<file path="src/rtl/mux_scan_serializer_pkg.sv">
// ----------------------------------------------------------------------------
// mux_scan_serializer_pkg
//   Shared definitions for the mux scan serializer:
//     - FSM state encodings (IDLE/SCAN/DONE/PAR)
//     - default mux-tree depth (NUM_LEVELS)
//     - helper functions deriving WIDTH and SEL_W from NUM_LEVELS
//   Optional feature macro: MUX_SCAN_SERIALIZER_PARITY_EN (PAR state in use).
// ----------------------------------------------------------------------------
package mux_scan_serializer_pkg;

  localparam int unsigned NUM_LEVELS_DEF = 5;

  typedef enum logic [1:0] {
    IDLE = 2'd0,
    SCAN = 2'd1,
    DONE = 2'd2,
    PAR  = 2'd3
  } state_t;

  // Number of mux data inputs (and data word width) for a tree of n levels.
  function automatic int unsigned width_of(input int unsigned n);
    return 32'd1 << (n - 32'd1);
  endfunction

  // Select width for a tree of n levels.
  function automatic int unsigned sel_w_of(input int unsigned n);
    return n - 32'd1;
  endfunction

endpackage

</file>
<file path="src/rtl/mux_scan_serializer_scan_counter.sv">
// ----------------------------------------------------------------------------
// scan_counter
//   SEL_W-bit up counter that drives the mux select.
//   Ports:
//     clk   - clock, rising edge
//     rst   - synchronous active-high reset, clears count
//     clr   - synchronous clear (count <= 0)
//     en    - increment enable (wraps modulo 2**SEL_W)
//     count - current select value
//     tc    - terminal count, high when count is all ones
// ----------------------------------------------------------------------------
module scan_counter #(
  parameter int unsigned SEL_W = 4
) (
  input  logic             clk,
  input  logic             rst,
  input  logic             clr,
  input  logic             en,
  output logic [SEL_W-1:0] count,
  output logic             tc
);

  always_ff @(posedge clk) begin
    if (rst || clr) begin
      count <= '0;
    end else if (en) begin
      count <= count + 1'b1;
    end
  end

  assign tc = (count == '1);

endmodule

</file>
<file path="src/rtl/mux_scan_serializer.sv">
// ----------------------------------------------------------------------------
// mux_scan_serializer
//   Sequential front-end for a 2**(NUM_LEVELS-1):1 mux tree. On an accepted
//   start it latches data_in onto the mux data inputs, steps the select from 0
//   to WIDTH-1 one per clock, registers the returned mux output as an
//   LSB-first serial stream, reassembles it into word_out and flags a mismatch
//   against the latched word on completion.
//
//   Optional feature macro: MUX_SCAN_SERIALIZER_PARITY_EN
//     When defined, a PAR state follows SCAN and emits the even parity of the
//     latched word as a 17th valid serial bit before DONE.
//
//   Ports:
//     clk       - clock, rising edge
//     rst       - synchronous active-high reset, clears all state
//     start     - scan request, accepted only in IDLE
//     data_in   - word to serialize, sampled on the accepting edge
//     mux_in    - latched word, drives the mux data inputs
//     sel       - mux select
//     mux_out   - combinational mux output
//     ser_out   - registered serial bit
//     ser_valid - ser_out carries a valid bit
//     word_out  - reassembled word
//     busy      - scan in progress
//     done      - one-cycle completion pulse
//     mismatch  - word_out != mux_in at completion, held until next start
// ----------------------------------------------------------------------------
module mux_scan_serializer
  import mux_scan_serializer_pkg::*;
#(
  parameter  int unsigned NUM_LEVELS = NUM_LEVELS_DEF,
  localparam int unsigned WIDTH      = width_of(NUM_LEVELS),
  localparam int unsigned SEL_W      = sel_w_of(NUM_LEVELS)
) (
  input  logic             clk,
  input  logic             rst,
  input  logic             start,
  input  logic [WIDTH-1:0] data_in,
  output logic [WIDTH-1:0] mux_in,
  output logic [SEL_W-1:0] sel,
  input  logic             mux_out,
  output logic             ser_out,
  output logic             ser_valid,
  output logic [WIDTH-1:0] word_out,
  output logic             busy,
  output logic             done,
  output logic             mismatch
);

  state_t state;
  state_t state_nxt;

  logic load;
  logic shift;
  logic finish;
  logic tc;
`ifdef MUX_SCAN_SERIALIZER_PARITY_EN
  logic par_step;
`endif

  // --------------------------------------------------------------------------
  // Select counter: cleared on accept, advanced once per SCAN edge. It wraps
  // to 0 on the last SCAN edge, so no extra clear is needed afterwards.
  // --------------------------------------------------------------------------
  scan_counter #(
    .SEL_W(SEL_W)
  ) u_scan_counter (
    .clk  (clk),
    .rst  (rst),
    .clr  (load),
    .en   (shift),
    .count(sel),
    .tc   (tc)
  );

  // --------------------------------------------------------------------------
  // FSM: state register
  // --------------------------------------------------------------------------
  always_ff @(posedge clk) begin
    if (rst) begin
      state <= IDLE;
    end else begin
      state <= state_nxt;
    end
  end

  // --------------------------------------------------------------------------
  // FSM: next state
  // --------------------------------------------------------------------------
  always_comb begin
    state_nxt = state;
    case (state)
      IDLE: begin
        if (start) begin
          state_nxt = SCAN;
        end
      end
      SCAN: begin
        if (tc) begin
`ifdef MUX_SCAN_SERIALIZER_PARITY_EN
          state_nxt = PAR;
`else
          state_nxt = DONE;
`endif
        end
      end
`ifdef MUX_SCAN_SERIALIZER_PARITY_EN
      PAR:     state_nxt = DONE;
`endif
      DONE:    state_nxt = IDLE;
      default: state_nxt = IDLE;
    endcase
  end

  // --------------------------------------------------------------------------
  // FSM: control decode
  // --------------------------------------------------------------------------
  always_comb begin
    load   = (state == IDLE) && start;
    shift  = (state == SCAN);
    finish = (state == DONE);
`ifdef MUX_SCAN_SERIALIZER_PARITY_EN
    par_step = (state == PAR);
`endif
  end

  // --------------------------------------------------------------------------
  // Datapath: holding register, serial output, reassembly, comparator.
  // mux_out is sampled in the same cycle its select is presented, so the bit
  // captured on a SCAN edge belongs to the current (pre-increment) sel.
  // --------------------------------------------------------------------------
  always_ff @(posedge clk) begin
    if (rst) begin
      mux_in    <= '0;
      ser_out   <= 1'b0;
      ser_valid <= 1'b0;
      word_out  <= '0;
      busy      <= 1'b0;
      done      <= 1'b0;
      mismatch  <= 1'b0;
    end else begin
      done <= 1'b0;

      if (load) begin
        mux_in   <= data_in;
        word_out <= '0;
        mismatch <= 1'b0;
        busy     <= 1'b1;
      end

      if (shift) begin
        ser_out       <= mux_out;
        word_out[sel] <= mux_out;
        ser_valid     <= 1'b1;
      end

`ifdef MUX_SCAN_SERIALIZER_PARITY_EN
      if (par_step) begin
        ser_out   <= ^mux_in;
        ser_valid <= 1'b1;
      end
`endif

      if (finish) begin
        ser_valid <= 1'b0;
        done      <= 1'b1;
        busy      <= 1'b0;
        mismatch  <= (word_out != mux_in);
      end
    end
  end

endmodule
</file>
<file path="config.mk">
export PLATFORM = sky130hd
export DESIGN_NAME = mux_scan_serializer
export DESIGN_NICKNAME = d
export VERILOG_FILES = /design/src/rtl/mux_scan_serializer_pkg.sv /design/src/rtl/mux_scan_serializer_scan_counter.sv /design/src/rtl/mux_scan_serializer.sv
export SDC_FILE = /design/constraint.sdc
export NUM_CORES = 1
export LEC_CHECK = 0
export ABC_CLOCK_PERIOD_IN_PS = 1750
export CORE_ASPECT_RATIO = 1.75
export CORE_UTILIZATION = 39
export DETAILED_ROUTE_END_ITERATION = 12
export PLACE_DENSITY = 0.69
export SETUP_SLACK_MARGIN = 0.5
export SLEW_MARGIN = 25
export SYNTH_ARGS = -nofsm -noshare
export SYNTH_HDL_FRONTEND = slang
export SYNTH_HIERARCHICAL = 1
export SYNTH_SLANG_ARGS = --single-unit
</file>
<file path="constraint.sdc">
create_clock -name clk -period 1.75 [get_ports clk]
set_clock_uncertainty 0.05 [all_clocks]
set_input_delay 0.175 -clock clk [delete_from_list [all_inputs] [get_ports clk]]
set_output_delay 0.175 -clock clk [all_outputs]
set_load 0.01 [all_outputs]
</file>
==> results.md, run 1 <==
* Status: finished, final reports clean
* Dpl cell area at 2580 um2
* Startpoint types: flop
* Combinational Power Share at 0.211
* Post-Syn Instances at 221
* Clock latency on the worst-skew pair at 0.30 ns
* Drc violations at 0
* Async SR Flop Fraction at 0
* Die width at 54.8 um
* Hold Crit Start: data_in[3]
* CP Class: reg -> reg
* Clock sinks at 43
* Syn avg cell area at 8.62 um2
* Flops & latches, synth at 43
* GPL Wtd Cong at 0.759
* Setup-failing EPs final at 0
* Largest net degree at the start of global routing at 29
* WL final at 6.10 mm
* Most common cell in the synthesized netlist: dfxtp_1
* Max Freq at 680 MHz
* # port buffers at 60
* Total global routing overflow at 0
* Cell taking the most area after synthesis: dfxtp_1
* Fill cells at 387
* Number of flops mapped to enable cells by yosys at 0
* Gr usage total at 0.214
* Starting Density at 0.405
* Worst hold path class: in -> reg
* Vias in the first global route at 1692
* CTS H-tree lvls at 2
* Pint at 1510 uW
* Root Driver: clkbuf_8
* Unrepaired setup endpoints after global routing: yes
* Layout Nets at 323
* Final period utilization at 0.840
* Synth cell types at 35
* Reg2reg start: word_out[8]
* Pre-antenna DRT Iters at 4
* Layout cell share with drive strength beyond 1 at 0.337
* Fin. Hold Viols at 0
* Ys Warns at 6
* Io pins at 61
* Top cell type's share of synthesized area at 0.452
* Clock power share at 0.293
* Row cnt at 33
* Required time of the critical path at 1.90 ns
* P per Cell Area at 654 nW/um2
* Initial antenna violation count at 0
* Area of the mapped netlist at 1900 um2
* CTS tree: built
* Max Cap Viol at 0
* Mapped Nets at 242
* Post-synthesis sequential area ratio at 0.452
* Final Cell Area at 3220 um2
* Global-route wire length before repair at 7.96 mm
* Clock tree buffer depth at 2
* Setup TNS at 0 ns
* Pin slew with the least headroom to its limit at 0.589 ns
* Hold Path Stages at 3
* Critical Path Source: word_out[8]
* Num CTS Buffers at 5
* Reg2Reg Depth at 5
* Core area at 4710 um2
* Antenna-violating nets left at 0
* Fin. max-slew vios at 0
* Worst-path maximum fanout at 3
* Psw at 592 uW
* Crit path DAT at 1.62 ns
* Area Overhead vs Synth at 68.9%
* Die area at 5180 um2
* Reg power frac at 0.496
* Area contributors post-synth: dfxtp_1 (45%), a21oi_1 (9.7%), xor2_1 (7.4%), nand2_1 (7.3%), o211ai_1 (4.7%)
* Critical Path End Type: flop
* DR iter-0 viols at 56
* Final worst path period need at 1.47 ns
* Post-synth top flop: dfxtp_1
* Vias at 2004
* Antenna Cells at 0
* Worst-path clk slew at 0.08 ns
* Worst VDD drop at 0.000504 V
* DR WL/cell at 17.2 um
* Die Height at 94.4 um
* Vias per inst at 5.65
* Commonest cells in the netlist: dfxtp_1 (43), a21oi_1 (37), nand2_1 (37), xor2_1 (16), nand3_1 (13)
* LEAKAGE at 0.00145 uW
* Rel. slew slack at 0.606
* Switching share of power at 0.281
* Detailed Place HPWL at 3.61 mm
-- registers in the layout, summed over array words and instances, names as in the netlist --
register,cells
ser_out,1
state,2
done,1
word_out,16
u_scan_counter/count,4
ser_valid,1
mismatch,1
busy,1
mux_in,16
-- critical path, cell delays in order (launching register included) --
cell	delay (ns)
dfxtp_2	0.35
xor2_1	0.15
nor4_2	0.27
buf_4	0.16
nand4_1	0.15
a32o_1	0.25
-- through the flow --
step                 util  total power, uW  instances  hold WS, ns  setup slack [ns]
finish              0.683             2100        355        0.380             0.280
global route        0.683             2180        355        0.387             0.248
CTS                 0.583             1970        344        0.361             0.218
detailed placement  0.548             1370        328        0.399             0.179
global placement    0.548             1370        328        0.403             0.215
floorplan               -             1220        221        0.261             0.482
-- logic make-up after synthesis --
family	after synthesis	synth area share
compound gates	56	0.180
xor+xnor	17	0.0782
fa+ha+maj	1	0.00657
buf+inv	16	0.0374
flops	43	0.452
mux	2	0.0131
simple gates	86	0.233
-- layout by cell type (no fill, tap or decap), drive strengths merged, types with 6 or more instances in the layout --
cell	netlist	routed
nor2	6	6
clkbuf	4	9
a21oi	37	37
xor2	16	16
dlygate4sd2	0	38
clkdlybuf4s50	0	19
nand2	37	37
nand3	13	13
dfxtp	43	43
nand4	6	6
buf	8	24
o211ai	12	12
-- routing by layer --
metal / GRT usage / part of all wire
met1: 0.247 / 0.36
met4: 0.100 / 0.036
met5: 0 / 0
met3: 0.0290 / 0.047
met2: 0.367 / 0.56
-- power groups by stage --
| stage | logic (uW) | clock network [uW] | registers (uW) |
|---|---|---|---|
| after floorplan | 137 | 0 | 1080 |
| after global placement | 297 | 0 | 1070 |
| after detailed placement | 300 | 0 | 1070 |
| after CTS | 309 | 618 | 1050 |
| after global routing | 472 | 664 | 1050 |
| final | 444 | 617 | 1040 |
-- path summary, 6_finish.rpt --
check                   end  slack [ns]
setup / recovery   mismatch        0.28
hold / removal    mux_in[3]        0.38
setup reg to reg   mismatch        0.28
hold reg to reg   mux_in[8]        0.43
-- layout make-up --
| type | instances | area, um2 | area share |
|---|---|---|---|
| Timing Repair Buffer | 86 | 883 | 0.275 |
| Inverter | 4 | 30.0 | 0.00933 |
| Clock inverter | 1 | 5.00 | 0.00156 |
| Tap cell | 52 | 65.1 | 0.0202 |
| Clock buffer | 7 | 76.3 | 0.0237 |
| Multi-Input combinational cell | 162 | 1280 | 0.397 |
| Sequential cell | 43 | 880 | 0.273 |
-- repair_timing --
action	in CTS	in global routing
gates resized for setup	60	84
gates cloned	0	4
endpoints found under the setup margin	70	41
hold buffers	0	0
pin swaps	12	42
setup buffers	8	7
No activity file was read; power rests on OpenSTA's default activity.
==> run 2: changes to the inputs <==
--- a/config.mk
+++ b/config.mk
@@ -5,11 +5,11 @@
 export SDC_FILE = /design/constraint.sdc
 export NUM_CORES = 1
 export LEC_CHECK = 0
-export ABC_CLOCK_PERIOD_IN_PS = 1750
+export ABC_CLOCK_PERIOD_IN_PS = 1250
 export CORE_ASPECT_RATIO = 1.75
 export CORE_UTILIZATION = 39
 export DETAILED_ROUTE_END_ITERATION = 12
-export PLACE_DENSITY = 0.69
+export PLACE_DENSITY = 0.72
 export SETUP_SLACK_MARGIN = 0.5
 export SLEW_MARGIN = 25
 export SYNTH_ARGS = -nofsm -noshare
==> constraint.sdc (replaced) <==
create_clock -name clk -period 1.25 [get_ports clk]
set_clock_uncertainty 0.05 [all_clocks]
set_input_delay 0.125 -clock clk [delete_from_list [all_inputs] [get_ports clk]]
set_output_delay 0.125 -clock clk [all_outputs]
set_load 0.01 [all_outputs]
==> results.md, run 2 (synthesized netlist as in run 1, its figures left out) <==
* Status: finished, violations left
* Violated checks: setup timing
* Max Cap Viol at 0
* Regs by FF count: mux_in: 16 flops, word_out: 16 flops, u_scan_counter/count: 4 flops
* P per Cell Area at 810 nW/um2
* Largest net degree at the start of global routing at 21
* Initial antenna violation count at 0
* Global-route wire length before repair at 11.3 mm
* Worst hold path class: in -> reg
* Commonest non-fill, non-tap cells in the layout: buf_6 (86), dfxtp_2 (38), buf_4 (32)
* Antenna-violating nets left at 0
* Detailed Place HPWL at 4.26 mm
* Final Cell Area at 4070 um2
* CP max stage cell: dfxtp_2
* DR iter-0 viols at 116
* Die area at 5180 um2
* Clock sinks at 43
* Unrepaired setup endpoints after global routing: yes
* Hold Slack at 0.321 ns
* CTS tree: built
* Non-Filler Instances at 416
* Fin. max-slew vios at 0
* Final worst path period need at 1.55 ns
* Rel. slew slack at 0.680
* Buf+Inv Stages, Crit Path at 4
* Critical Path End Type: flop
* Setup-failing EPs final at 38
* Vias in the first global route at 2231
* Die Height at 94.4 um
* Startpoint types: flop
* Dpl cell area at 3040 um2
* CP peak stage delay at 0.35 ns
* Clock latency on the worst-skew pair at 0.31 ns
* Max Freq at 644 MHz
* CTS H-tree lvls at 2
* Vias per inst at 5.85
* Worst-path clk slew at 0.08 ns
* Worst VDD drop at 0.00118 V
* Crit path DAT at 1.68 ns
* DR WL/cell at 21.4 um
* Pin slew with the least headroom to its limit at 0.480 ns
* Most common cell after layout, fill and taps aside: buf_6
* Setup ws final at -0.303 ns
* Clock tree buffer depth at 2
* Vias at 2433
* LEAKAGE at 0.00180 uW
* Core area at 4710 um2
* CP Class: reg -> reg
* Worst-path maximum fanout at 8
* Critical path cell sequence: buf_4 > inv_2 > nand3b_4 > buf_12 > buf_16 > o211ai_1 > a21oi_1
* Final period utilization at 1.24
* Starting Density at 0.405
* Total global routing overflow at 0
* Io pins at 61
* Area Overhead vs Synth at 114%
* Die width at 54.8 um
* Num CTS Buffers at 5
* Antenna Cells at 0
* Required time of the critical path at 1.38 ns
* Fin. Hold Viols at 0
* Post-layout utilization of the core at 0.865
* WL final at 8.92 mm
* Fill cells at 229
* Pre-antenna DRT Iters at 4
* Root Driver: clkbuf_8
* Gr usage total at 0.309
* Row cnt at 33
* Placed Cells at 380
* GPL Wtd Cong at 0.893
* Crit path max-delay family: buffers and inverters
* Layout Nets at 385
* Layout cell share with drive strength beyond 1 at 0.684
* # port buffers at 60
* Drc violations at 0
## run 2: path summary, 6_finish.rpt
kind | start | to | slack [ns] | cells after the start
worst min-delay path | data_in[10] | mux_in[10] | 0.32 | 3
worst max-delay path | state[0] | word_out[9] | -0.30 | 7
worst min register to register | ser_valid | ser_valid | 0.45 | 2
worst max register to register | state[0] | word_out[9] | -0.30 | 7
## run 2: final cells by class
cell class                 instances  area, um2  area share
timing repair buffer             148       1620       0.398
multi-input combinational        162       1360       0.333
sequential                        43        923       0.227
clock buffer                       6       82.6      0.0203
tap                               52       65.1      0.0160
inverter                           4       22.5     0.00553
clock inverter                     1       5.00     0.00123
## run 2: per-stage QoR
step / setup TNS (ns) / total power, uW / setup WS (ns)
floorplan: -0.0168 / 1710 / -0.0117
global placement: -4.61 / 2040 / -0.166
detailed placement: -5.65 / 2050 / -0.194
CTS: -3.43 / 3150 / -0.150
global route: -8.25 / 3410 / -0.332
finish: -6.86 / 3300 / -0.303
## run 2: per-layer routing
metal / wire [um] / share of wire / GRT usage / vias to the layer above
li1: - / - / - / 1072
met1: 3120 / 0.35 / 0.348 / 1166
met2: 4690 / 0.53 / 0.531 / 144
met3: 552 / 0.062 / 0.0628 / 51
met4: 555 / 0.062 / 0.137 / 0
met5: 0 / 0 / 0 / -
## run 2: worst register-to-register path: stages, from the launching register on
cell      delay (ns)
dfxtp_2         0.35
buf_4           0.13
inv_2           0.13
nand3b_4        0.18
buf_12          0.21
buf_16          0.14
o211ai_1        0.10
a21oi_1         0.12
## run 2: where the power goes
group	switching [uW]	total, uW	internal, uW
combinational	423	914	491
clock	485	919	434
sequential	51.2	1470	1420
total	959	3300	2340
## run 2: timing repair
| item | in CTS | in global routing |
|---|---|---|
| resized for setup | 339 | 43 |
| gates cloned | 4 | 0 |
| setup endpoints to repair | 84 | 84 |
| pin swaps | 39 | 22 |
| setup buffers | 7 | 18 |
| hold buffers | 0 | 0 |
